`config.mk`:
```
export PLATFORM = sky130hd
export DESIGN_NAME = pc_next_unit
export DESIGN_NICKNAME = d
export VERILOG_FILES = /design/src/rtl/pc_next_unit_pkg.sv /design/src/rtl/pc_next_unit_target_gen.sv /design/src/rtl/pc_next_unit.sv
export SDC_FILE = /design/constraint.sdc
export NUM_CORES = 1
export LEC_CHECK = 0
export BUFFER_PORTS_ARGS = -buffer_cell sky130_fd_sc_hd__buf_2
export CAP_MARGIN = 10
export CORE_MARGIN = 4
export CORE_UTILIZATION = 40
export DETAILED_ROUTE_END_ITERATION = 8
export MAX_ROUTING_LAYER = met4
export PLACE_DENSITY = 0.74
export SLEW_MARGIN = 15
export SYNTH_ARGS = -nofsm -noshare
export SYNTH_HDL_FRONTEND = slang
export SYNTH_SLANG_ARGS = --single-unit
```
`constraint.sdc`:
```
create_clock -name clk -period 5.1 [get_ports clk]
set_clock_uncertainty 0.15 [all_clocks]
set_input_delay 0.51 -clock clk [delete_from_list [all_inputs] [get_ports clk]]
set_output_delay 0.51 -clock clk [all_outputs]
set_load 0.03 [all_outputs]
```
`src/rtl/pc_next_unit_pkg.sv`:
```
// Shared constants and helpers for the next-PC unit: opcode/funct encodings,
// status flag bit positions, and the target-path selection type.
package pc_next_unit_pkg;

    localparam logic [31:0] RESET_PC_DEFAULT = 32'h0000_0000;

    // Primary opcodes
    localparam logic [5:0] OP_BEQ     = 6'b000100;
    localparam logic [5:0] OP_BALV    = 6'b100000;
    localparam logic [5:0] OP_BLEZAL  = 6'b100100;
    localparam logic [5:0] OP_JALPC   = 6'b011111;
    localparam logic [5:0] OP_NANDI   = 6'b010000;

    // R-format funct codes
    localparam logic [5:0] FUNCT_BRV   = 6'b010100;
    localparam logic [5:0] FUNCT_JMXOR = 6'b100010;

    // Bit positions inside the 3-bit {Z,N,V} status register
    localparam int FLAG_Z = 2;
    localparam int FLAG_N = 1;
    localparam int FLAG_V = 0;

    // Which source drives next_pc this cycle, in priority order (highest last)
    typedef enum logic [2:0] {
        SEL_SEQ,
        SEL_BEQ,
        SEL_BLEZAL,
        SEL_BALV,
        SEL_JALPC,
        SEL_BRV,
        SEL_JMXOR
    } pc_sel_e;

    // Word offset of a PC-relative branch: sign-extended immediate times four
    function automatic logic [31:0] branch_offset(input logic [15:0] imm);
        return {{14{imm[15]}}, imm, 2'b00};
    endfunction

endpackage

```
`src/rtl/pc_next_unit_target_gen.sv`:
```
// Purely combinational target arithmetic: PC-relative branch target,
// pseudo-direct jump target, and the XOR pointer used by jmxor.
module pc_target_gen
    import pc_next_unit_pkg::*;
(
    input  logic [31:0] pc_plus4,
    input  logic [15:0] imm16,
    input  logic [25:0] jaddr26,
    input  logic [31:0] rs_data,
    input  logic [31:0] rt_data,
    output logic [31:0] branch_target,
    output logic [31:0] pseudo_target,
    output logic [31:0] xor_ptr
);

    // Target arithmetic; no state, no priority decisions
    always_comb begin
        branch_target = pc_plus4 + branch_offset(imm16);
        pseudo_target = {pc_plus4[31:28], jaddr26, 2'b00};
        xor_ptr       = rs_data ^ rt_data;
    end

endmodule

```
`src/rtl/pc_next_unit.sv`:
```
// Next-PC unit: holds the PC and {Z,N,V} status, picks the next fetch
// address by fixed priority, and generates the link-register write.
module pc_next_unit
    import pc_next_unit_pkg::*;
#(
    parameter logic [31:0] RESET_PC = RESET_PC_DEFAULT,
    parameter logic [4:0]  LINK_REG = 5'd31
) (
    input  logic        clk,
    input  logic        reset,
    input  logic        instr_valid,
    input  logic        regdest,
    input  logic        branch,
    input  logic        brvsig,
    input  logic        jmxorsig,
    input  logic        blezalsig,
    input  logic        balvsig,
    input  logic        jalpcsig,
    input  logic [15:0] imm16,
    input  logic [25:0] jaddr26,
    input  logic [31:0] rs_data,
    input  logic [31:0] rt_data,
    input  logic [31:0] mem_rdata,
    input  logic        alu_zero,
    input  logic        alu_neg,
    input  logic        alu_ovf,
    input  logic        flag_we,
    output logic [31:0] pc,
    output logic [31:0] pc_plus4,
    output logic [31:0] next_pc,
    output logic [31:0] mem_addr,
    output logic        link_we,
    output logic [4:0]  link_addr,
    output logic [31:0] link_data,
    output logic        taken,
    output logic [2:0]  status,
    output logic        align_err
);

    logic [31:0] pc_q, pc_d;
    logic [2:0]  status_q, status_d;
    logic        align_err_q, align_err_d;

    logic [31:0] branch_target, pseudo_target, xor_ptr;
    logic        brv_en, jmxor_en, rs_le_zero;
    logic        link_req;
    pc_sel_e     sel;

    assign pc_plus4 = pc_q + 32'd4;

    pc_target_gen u_target_gen (
        .pc_plus4      (pc_plus4),
        .imm16         (imm16),
        .jaddr26       (jaddr26),
        .rs_data       (rs_data),
        .rt_data       (rt_data),
        .branch_target (branch_target),
        .pseudo_target (pseudo_target),
        .xor_ptr       (xor_ptr)
    );

    // brv and jmxor are funct-encoded, so they only count on R-format words
    assign brv_en     = brvsig & regdest;
    assign jmxor_en   = jmxorsig & regdest;
    assign rs_le_zero = rs_data[31] | (rs_data == 32'd0);

    // Priority select of the active control-transfer source
    always_comb begin
        sel = SEL_SEQ;
        if (jmxor_en)       sel = SEL_JMXOR;
        else if (brv_en)    sel = SEL_BRV;
        else if (jalpcsig)  sel = SEL_JALPC;
        else if (balvsig)   sel = SEL_BALV;
        else if (blezalsig) sel = SEL_BLEZAL;
        else if (branch)    sel = SEL_BEQ;
    end

    // Next PC, taken and link request; conditions read the registered status
    always_comb begin
        next_pc  = pc_plus4;
        taken    = 1'b0;
        link_req = 1'b0;
        case (sel)
            SEL_JMXOR: begin
                next_pc  = mem_rdata;
                taken    = 1'b1;
                link_req = 1'b1;
            end
            SEL_BRV: begin
                if (status_q[FLAG_V]) begin
                    next_pc = rs_data;
                    taken   = 1'b1;
                end
            end
            SEL_JALPC: begin
                next_pc  = branch_target;
                taken    = 1'b1;
                link_req = 1'b1;
            end
            SEL_BALV: begin
                if (status_q[FLAG_V]) begin
                    next_pc  = pseudo_target;
                    taken    = 1'b1;
                    link_req = 1'b1;
                end
            end
            SEL_BLEZAL: begin
                if (rs_le_zero) begin
                    next_pc  = branch_target;
                    taken    = 1'b1;
                    link_req = 1'b1;
                end
            end
            SEL_BEQ: begin
                if (alu_zero) begin
                    next_pc = branch_target;
                    taken   = 1'b1;
                end
            end
            default: ;
        endcase
    end

    // A stalled slot must never write the register file
    always_comb begin
        link_we   = link_req & instr_valid;
        link_addr = LINK_REG;
        link_data = pc_plus4;
        mem_addr  = xor_ptr;
    end

    // Commit values; the PC is always forced word-aligned, misalignment is sticky
    always_comb begin
        pc_d        = {next_pc[31:2], 2'b00};
        status_d    = flag_we ? {alu_zero, alu_neg, alu_ovf} : status_q;
        align_err_d = align_err_q | (next_pc[1:0] != 2'b00);
    end

    // State register: reset dominates, a stall holds everything
    always_ff @(posedge clk) begin
        if (reset) begin
            pc_q        <= RESET_PC;
            status_q    <= 3'b000;
            align_err_q <= 1'b0;
        end else if (instr_valid) begin
            pc_q        <= pc_d;
            status_q    <= status_d;
            align_err_q <= align_err_d;
        end
    end

    assign pc        = pc_q;
    assign status    = status_q;
    assign align_err = align_err_q;

endmodule

```
# After elaboration in Yosys (flattened, before gate mapping)

Cells that the tools add are included.
Widths: inputs -> output; s select.

Bits in registers: 34
Input port bits: 152
Output and inout bits: 171

Add/sub/neg operators: 2
Equality and inequality tests: 6
Mux-type cells: 16
Bitwise logic cells: 6
Reduce and logical (&&, ||, !) cells: 5

Operators by type and width:

| kind                  | count |
|---|---|
| $pmux 32 s6           | 1 |
| $mux 32               | 3 |
| $add 32x3->32 const B | 1 |
| $add 32x32->32        | 1 |
| $logic_not 32->1      | 1 |
| $xor 32x32->32        | 1 |
| $mux 28               | 1 |
| $eq 3x3->1 const B    | 3 |
| $mux 3                | 3 |
| $eq 3x2->1 const B    | 2 |
| $mux 1                | 4 |
| $mux 2                | 2 |
| $pmux 1 s4            | 1 |
| $reduce_or 2->1       | 2 |
| $and 1x1->1           | 3 |
| $eq 3x1->1 const B    | 1 |
| $pmux 1 s3            | 1 |
| $or 1x1->1            | 2 |
| $reduce_and 2->1      | 1 |
| $reduce_bool 2->1     | 1 |

# Logic depth before layout (Yosys ltp)

Gate-level depths: netlist of the first run.

Depth after elaboration: 10
Mapped depth: 15
Mapped depth without buffers: 14

# Hierarchy

Synthesis of the first run repeated with hierarchy kept, for this count alone.

Cell total of the unflattened synthesis: 711
Area, all modules: 5,429.0 µm²

Modules (own cells, without submodules):

| module        | instances | cells each | area an instance (µm²) |
|---|---|---|---|
| pc_next_unit  | 1         | 421        | 3,289.4 |
| pc_target_gen | 1         | 290        | 2,139.6 |

# Least setup slack after synthesis of the first run

Ideal clock, no wire load.

Kind: reg2out
Start: register pc_q[8], in the netlist pc[8]
End: output next_pc[31]
Data arrival time: 4.530 ns
Slack: -0.090 ns
Stages on the path, launching flop included: 12
Path buffers: 0
Path through: dfxtp_1 > and4_1 > nand4_1 > nor3_1 > xor2_1 > ha_1 > a21o_1 > a211oi_1 > or3b_2 > o221ai_1 > a22oi_1 > o31ai_1

Longest elaborated chain between the ends: 4
Elaborated cells on any way between the ends: 6
Classes of those cells: 2 x add/sub; 4 x mux

Ends and longest elaborated chain:

| item                              | RTL line                                 | source |
|---|---|---|
| from (decl)                       | pc_next_unit.sv:40                       | `logic [31:0] pc_q, pc_d;` |
| from (signal assigned)            | pc_next_unit.sv:146                      | `pc_q <= pc_d;` |
| $add 32x3->32 *                   | pc_next_unit.sv:49                       | `assign pc_plus4 = pc_q + 32'd4;` |
| net link_data[28]                 | pc_next_unit.sv:34                       | `output logic [31:0] link_data,` |
| $add 32x32->32 *                  | pc_next_unit_target_gen.sv:18            | `branch_target = pc_plus4 + branch_offset(imm16);` |
| $mux 32, on equally long branches | pc_next_unit.sv:115, pc_next_unit.sv:108 |  |
| $pmux 32 s6 *                     | pc_next_unit.sv:83                       | `case (sel)` |
| to (decl)                         | pc_next_unit.sv:30                       | `output logic [31:0] next_pc,` |

Mark *: on every way through the listed nets, which the timed path passes. The rest lies on a longest branch.

# Worst setup path in the final report of the first run

Start: register pc_q[8], in the netlist pc[8]
End: output next_pc[23]

Longest elaborated chain between the ends: 4
Elaborated cells on any way between the ends: 7
Classes of those cells: 2 x add/sub; 5 x mux

Ends and longest elaborated chain:

| item                              | RTL line |
|---|---|
| $add 32x3->32 *                   | pc_next_unit.sv:49 |
| $add 32x32->32                    | pc_next_unit_target_gen.sv:18 |
| $mux 32, on equally long branches | pc_next_unit.sv:115, pc_next_unit.sv:108 |
| $pmux 32 s6 *                     | pc_next_unit.sv:83 |

Every way passes the cells marked *; elsewhere a longest branch is shown, timed or not.

==> results of run 1 <==
==> kinds of logic after synthesis <==
family	Yosys count
flip-flops	34
other	2
buffers and inverters	111
AND/OR/NAND/NOR	271
XOR/XNOR	68
AO/OA/AOI/OAI	230
multiplexers	5
adder cells (fa/ha/maj)	36
==> worst min-delay path, cell delays in order (launching register included) <==
cell     delay [ns]
dfxtp_1        0.32
inv_1          0.05
a21oi_1        0.05
==> registers in the layout, indices dropped and copies added (netlist names) <==
name / flops
pc: 30
status: 3
align_err: 1
==> area by class of cell <==
cell class / count / area, sq um / area share [%]
clock buffer: 7 / 143 / 1.99
sequential: 34 / 681 / 9.51
antenna: 4 / 10.0 / 0.140
tap: 176 / 220 / 3.08
inverter: 30 / 113 / 1.57
multi-input combinational: 621 / 4290 / 60.0
clock inverter: 1 / 5.00 / 0.0699
timing repair buffer: 329 / 1690 / 23.6
==> routing by layer <==
layer / up-vias / track usage, %
li1: 3371 / -
met1: 3474 / 44.3
met2: 528 / 51.2
met3: 73 / 6.91
met4: 0 / 12.1
met5: - / -
==> cells in the mapped netlist, drive strengths merged (5+ instances only) <==
cell | n | area (sq um)
nand2 | 60 | 225
nor2 | 53 | 199
buf | 50 | 364
xor2 | 47 | 412
a21oi | 43 | 215
o21ai | 41 | 205
ha | 35 | 438
dfxtp | 34 | 681
clkbuf | 31 | 116
inv | 29 | 109
nand3 | 29 | 145
nand4 | 22 | 138
nor3 | 21 | 105
xnor2 | 21 | 184
a222oi | 19 | 190
or3 | 13 | 81.3
nor4 | 12 | 81.3
and3 | 10 | 62.6
or2 | 10 | 62.6
a41oi | 9 | 78.8
and4 | 9 | 78.8
o211a | 9 | 90.1
o21a | 9 | 67.6
a21o | 8 | 60.1
o221ai | 8 | 70.1
a311oi | 7 | 61.3
and2 | 7 | 46.3
nand2b | 7 | 43.8
o211ai | 7 | 52.6
o31ai | 7 | 52.6
a221o | 6 | 60.1
a22o | 6 | 52.6
a211o | 5 | 43.8
a211oi | 5 | 42.5
a21boi | 5 | 37.5
a22oi | 5 | 37.5
o31a | 5 | 43.8
==> power by group <==
group | internal, mW | total (mW) | leakage, nW | switching [mW]
registers | 0.289 | 0.328 | 0.281 | 0.0390
logic | 0.344 | 1.09 | 3.28 | 0.748
clock network | 0.194 | 0.331 | 0.0739 | 0.136
total | 0.828 | 1.75 | 3.64 | 0.924
==> final timing paths <==
| path | endpoint | depth (start not counted) | slack, ns | start |
|---|---|---|---|---|
| max | next_pc[23] | 12 | 0.21 | pc[8] |
| min | align_err | 2 | 0.31 | align_err |
| max reg2reg | pc[23] | 12 | 0.89 | pc[8] |
| min reg2reg | align_err | 2 | 0.31 | align_err |
==> stage by stage <==
step                      std cells  cell area, sq um
after floorplan                 766              5530
final                          1202              7160
after global placement         1189              6950
after detailed placement       1189              6950
after CTS                      1197              7100
after global routing           1202              7160
==> repair_timing <==
item,4_1_cts,5_1_grt
gates resized for setup,0,8
endpoints found under the hold margin,0,0
endpoints found under the setup margin,0,8
buffers inserted,0,1
==> cells in the final DEF (no fill, tap or decap), types with 19 or more instances in the layout <==
cell type,instances
buf_2,311
nand2_1,60
nor2_1,53
xor2_1,47
a21oi_1,42
o21ai_0,37
ha_1,35
dfxtp_1,34
inv_1,29
nand3_1,29
nand4_1,22
nor3_1,21
xnor2_1,20
a222oi_1,19
==> results.py, run 1 <==
metrics = {
    "cells_and_area": {
        "drive_above_1_share_pct": 35.6,
        "fillCellCount": 1359,
        "final_util_pct": 53.6,
        "area_growth_pct": 30.4,
        "fin_nets": 1209,
    },
    "sta": {
        "maxSlewViolCount": 0,
        "setup_viol": 0,
        "finalCriticalPeriod_ns": 4.89,
        "fin_ws_ns": 0.211,
        "max_slew_margin_pct": 37.9,
        "worstMarginPinSlew_ns": 0.932,
        "rsz0062_at_grt": "false",
        "min_period_over_period_pct": 95.9,
        "whs_ns": 0.306,
        "tns_ns": 0,
        "max_freq_mhz": 205,
        "hold_viol": 0,
    },
    "placement": {
        "dp_slack_ns": 0.363,
        "place.gp.congestion": 0.994,
        "dp_hpwl_um": 22100,
        "portBuffers": 311,
    },
    "pwr": {
        "powerDensity_nw_per_um2": 245,
        "power_mw": 1.75,
        "p_leak_nw": 3.64,
        "vdd_ir_drop_max_mv": 0.145,
    },
    "floorplanning": {
        "die_w_um": 125,
        "pin_count": 323,
        "fp.dieH_um": 125,
        "initial_core_util_pct": 41.1,
        "rows": 42,
        "core_area_sq_um": 13300,
        "die-area_sq_um": 15700,
    },
    "grt": {
        "gr-total-overflow": 0,
        "grtUsageTotal_pct": 33.7,
        "grt_pass1_vias": 7051,
        "grt_pass1_wl_um": 41100,
        "grt_max_degree": 49,
        "antenna_found_initial": 4,
    },
    "setup_path": {
        "cp_slowest_stage_delay_ns": 0.50,
        "worstSetupEndpointType": "output port",
        "crit_type": "reg2out",
        "cp_cell_sequence": "and4_1 -> nand4_1 -> nor3_1 -> xor2_1 -> ha_1 -> a21oi_2 -> o21ai_0 -> or3_1 -> or3_1 -> nand4b_1 -> or3b_4 -> buf_2",
        "critPathRequiredTime_ns": 4.44,
        "cp_data_arrival_time_ns": 4.23,
        "cp_max_fo": 8,
        "crit_buf_inv": 1,
        "crit_top_cell": "or3_1",
        "start_kind": "flop",
        "crit_slowest_cell": "dfxtp_1",
        "cp_top_family": "simple AND/OR/NAND/NOR gates",
    },
    "drt": {
        "dr_wl_met2_um": 12200,
        "dr_wl_met3_um": 3060,
        "viasPerCell": 6.19,
        "routed_wl_um": 27300,
        "drtAntennaViolNets": 0,
        "drt-initial-drc-count": 853,
        "drt_first_pass_iters": 7,
        "vias": 7446,
        "drc_errors": 0,
        "top_layer": "met4",
        "routedLengthMet1_um": 11100,
        "post_drt_wl_per_cell_um": 22.7,
    },
    "cts": {
        "ctsHoldBuffers": 0,
        "clkTransAtPathRegs_ns": 0.06,
        "clockRootBuffer": "clkbuf_16",
        "clk_latency_ns": 0.29,
        "clk_path_buf_depth": 2,
        "cts_tree": "built",
        "htree_levels": 2,
        "cts_buffers": 5,
        "cts_sinks": 34,
    },
    "logic_synthesis": {
        "synth_compound_area_share_pct": 30.6,
        "synthXorXnorAreaFrac_pct": 10.9,
        "syn-cell-area_sq_um": 5490,
        "syn_area_per_cell_sq_um": 7.25,
        "yosys_warnings": 0,
        "synth_ff_type": "dfxtp_1",
        "yosysUniqueCellTypes": 71,
        "synth_simple_gate_area_share_pct": 25.9,
        "synth_edf_count": 0,
        "synth_seq_area_share_pct": 12.4,
        "synth.area.mux_share_pct": 0.935,
        "synth_top_family_by_area": "compound AO/OA/AOI/OAI gates",
        "yosys_register_bits": 34,
        "async_reset_ff_share_pct": 0,
        "synth_cells": 757,
        "synth-adder-area-share_pct": 8.35,
    },
    "job": {
        "drv_cap": 0,
    },
    "outcome": {
        "status": "completed",
    },
    "hold_path": {
        "worstHoldPathType": "reg2reg",
    },
}
Note: power is estimated with default switching activity, not from simulation.
==> run 2, diff against run 1 <==
--- a/config.mk
+++ b/config.mk
@@ -5,13 +5,14 @@
 export SDC_FILE = /design/constraint.sdc
 export NUM_CORES = 1
 export LEC_CHECK = 0
+export ABC_AREA = 1
 export BUFFER_PORTS_ARGS = -buffer_cell sky130_fd_sc_hd__buf_2
 export CAP_MARGIN = 10
 export CORE_MARGIN = 4
 export CORE_UTILIZATION = 40
 export DETAILED_ROUTE_END_ITERATION = 8
 export MAX_ROUTING_LAYER = met4
-export PLACE_DENSITY = 0.74
+export PLACE_DENSITY = 0.73
 export SLEW_MARGIN = 15
 export SYNTH_ARGS = -nofsm -noshare
 export SYNTH_HDL_FRONTEND = slang
==> run 2 against run 1 <==
Critical path depth grew 10. Synthesized cell count grew 36%. Largest power group unchanged. Sequential power about the same. Non-clock buffer count shrank 12. First-iteration DRC count fell by 16%. Cell count increased by 24%. Critical endpoint is now next_pc[26]. Combinational power rose by 5%. Count of clock-buffer cells in the layout unchanged. Area after synthesis is 9.9% higher. Critical path type unchanged. Hold slack better by 0.0025 ns. Worst setup slack gained 0.24 ns.
==> results.py, run 2 <==
metrics = {
    "cts": {
        "ctsHoldBuffers": 0,
        "htree_levels": 2,
        "cts_tree": "built",
        "cts_buffers": 5,
        "clk_latency_ns": 0.29,
        "clkTransAtPathRegs_ns": 0.06,
        "cts_setup_buffers": 0,
        "clockRootBuffer": "clkbuf_16",
        "clk_path_buf_depth": 2,
        "cts_sinks": 34,
        "cts_repair_resize_count": 0,
    },
    "setup_path": {
        "start_kind": "flop",
        "cp_data_arrival_time_ns": 3.99,
        "cp_top_family": "simple AND/OR/NAND/NOR gates",
        "cp_max_fo": 6,
        "crit_type": "reg2out",
        "cp_slowest_stage_delay_ns": 0.42,
        "worstSetupEndpointType": "output port",
        "critPathRequiredTime_ns": 4.44,
        "cp_cell_sequence": "ha_1 -> nand2_2 -> nor2_4 -> nand2_2 -> inv_2 -> nand2_2 -> nor2_4 -> nand2_2 -> nor2_4 -> xor2_1 -> inv_1 -> ha_1 -> nand2_1 -> nor2_1 -> inv_1 -> nor3_1 -> nand3_1 -> nand3_1 -> or2_2 -> nand3_1 -> nand3_1 -> buf_2",
        "crit_slowest_cell": "dfxtp_1",
        "crit_buf_inv": 4,
    },
    "floorplanning": {
        "rows": 44,
        "pin_count": 323,
        "fp.dieH_um": 131,
        "die-area_sq_um": 17100,
        "core_area_sq_um": 14600,
        "initial_core_util_pct": 41.2,
        "die_w_um": 131,
    },
    "sta": {
        "worstMarginPinSlew_ns": 1.08,
        "tns_ns": 0,
        "whs_ns": 0.309,
        "finalCriticalPeriod_ns": 4.65,
        "rsz0062_at_grt": "false",
        "fin_ws_ns": 0.452,
        "maxSlewViolCount": 0,
        "max_freq_mhz": 215,
        "min_period_over_period_pct": 91.1,
        "setup_viol": 0,
        "hold_viol": 0,
        "max_slew_margin_pct": 28.2,
    },
    "placement": {
        "dp_hpwl_um": 24300,
        "dp_slack_ns": 0.777,
        "place.gp.congestion": 1.04,
        "portBuffers": 311,
        "dp_cells": 1480,
    },
    "grt": {
        "antenna_found_initial": 0,
        "grt_pass1_wl_um": 41200,
        "gr-total-overflow": 0,
        "grt_pass1_vias": 7536,
        "grt_max_degree": 36,
        "grtUsageTotal_pct": 32.7,
    },
    "logic_synthesis": {
        "syn_area_per_cell_sq_um": 5.85,
        "synth.most_common_cell": "nand2_1",
        "synth_commonest_cells": "nand2_1, inv_1, nor2_1",
        "yosys.area.top_type": "nand2_1",
        "synth_top_area_share_pct": 14.3,
        "synth_edf_count": 0,
        "async_reset_ff_share_pct": 0,
        "synth_cells": 1031,
        "yosysUniqueCellTypes": 45,
        "yosys_register_bits": 34,
        "syn-cell-area_sq_um": 6030,
        "synth_seq_area_share_pct": 11.3,
        "synth_ff_type": "dfxtp_1",
        "yosys-top-cells-area": "nand2_1, dfxtp_1, inv_1",
        "yosys_warnings": 0,
    },
    "pwr": {
        "power_mw": 1.82,
        "powerDensity_nw_per_um2": 237,
        "p_leak_nw": 4.44,
        "vdd_ir_drop_max_mv": 0.149,
    },
    "drt": {
        "vias": 7967,
        "post_drt_wl_per_cell_um": 19.1,
        "routed_wl_um": 28500,
        "drtAntennaViolNets": 0,
        "drc_errors": 0,
        "drt_first_pass_iters": 5,
        "viasPerCell": 5.35,
        "drt-initial-drc-count": 716,
    },
    "cells_and_area": {
        "area_growth_pct": 26.9,
        "diodes": 0,
        "fillCellCount": 1606,
        "final_common_cell": "buf_2",
        "fin_nets": 1491,
        "final_cell_mix": "buf_2, nand2_1, inv_1",
        "drive_above_1_share_pct": 28.8,
        "largest_reg_flops": 30,
        "final_cells": 1488,
    },
    "job": {
        "drv_cap": 0,
    },
    "outcome": {
        "status": "completed",
    },
    "hold_path": {
        "worstHoldPathType": "reg2reg",
    },
}
[run 2: logic make-up (layout without fill, tap and decap cells)]
| group | Yosys count | after routing | synth area share, % |
|---|---|---|---|
| compound gates | 175 | 175 | 18.6 |
| xor+xnor | 65 | 65 | 9.44 |
| fa+ha+maj | 36 | 36 | 7.59 |
| buf+inv | 222 | 486 | 16.9 |
| flops | 34 | 34 | 11.3 |
| other cells | 2 | 11 | 0.125 |
| simple gates | 497 | 497 | 36.1 |
[run 2: report_power, final]
group | total, mW | switching, mW | leakage (nW) | internal (mW)
registers | 0.325 | 0.0354 | 0.282 | 0.290
clock network | 0.349 | 0.118 | 0.0781 | 0.231
logic | 1.14 | 0.811 | 4.08 | 0.331
total | 1.82 | 0.964 | 4.44 | 0.852
[run 2: area by class of cell]
cell class / instances / area (sq um) / share of cell area [%]
Multi-Input combinational cell: 784 / 4370 / 57.1
Timing Repair Buffer: 317 / 1600 / 20.9
Sequential cell: 34 / 681 / 8.90
Inverter: 161 / 604 / 7.90
Tap cell: 184 / 230 / 3.01
Clock buffer: 7 / 133 / 1.73
Clock inverter: 1 / 30.0 / 0.393
[run 2: worst min-delay path, cell delays in order (launching register included)]
cell	delay, ns
dfxtp_1	0.31
inv_1	0.05
a21oi_1	0.05
[run 2: worst paths after layout]
path / startpoint / to / slack [ns] / depth (start not counted)
setup / recovery: pc[2] / next_pc[26] / 0.45 / 22
setup reg to reg: pc[2] / pc[25] / 1.17 / 24
hold reg to reg: align_err / align_err / 0.31 / 2
hold / removal: align_err / align_err / 0.31 / 2
[run 2: per-layer routing]
| metal | vias to the layer above | share of wire, % | global-route usage, % |
|---|---|---|---|
| met5 | - | 0 | - |
| met4 | 0 | 4.2 | 12.2 |
| met3 | 72 | 9.4 | 6.06 |
| met2 | 478 | 48 | 56.3 |
| met1 | 3586 | 38 | 37.9 |
| li1 | 3831 | - | - |
[run 2: per-stage QoR]
stage	instance area (sq um)	utilization [%]
2_1_floorplan	6060	-
3_3_place_gp	7490	51.1
3_5_place_dp	7490	51.1
4_1_cts	7650	52.2
5_1_grt	7650	52.2
6_report	7650	52.2
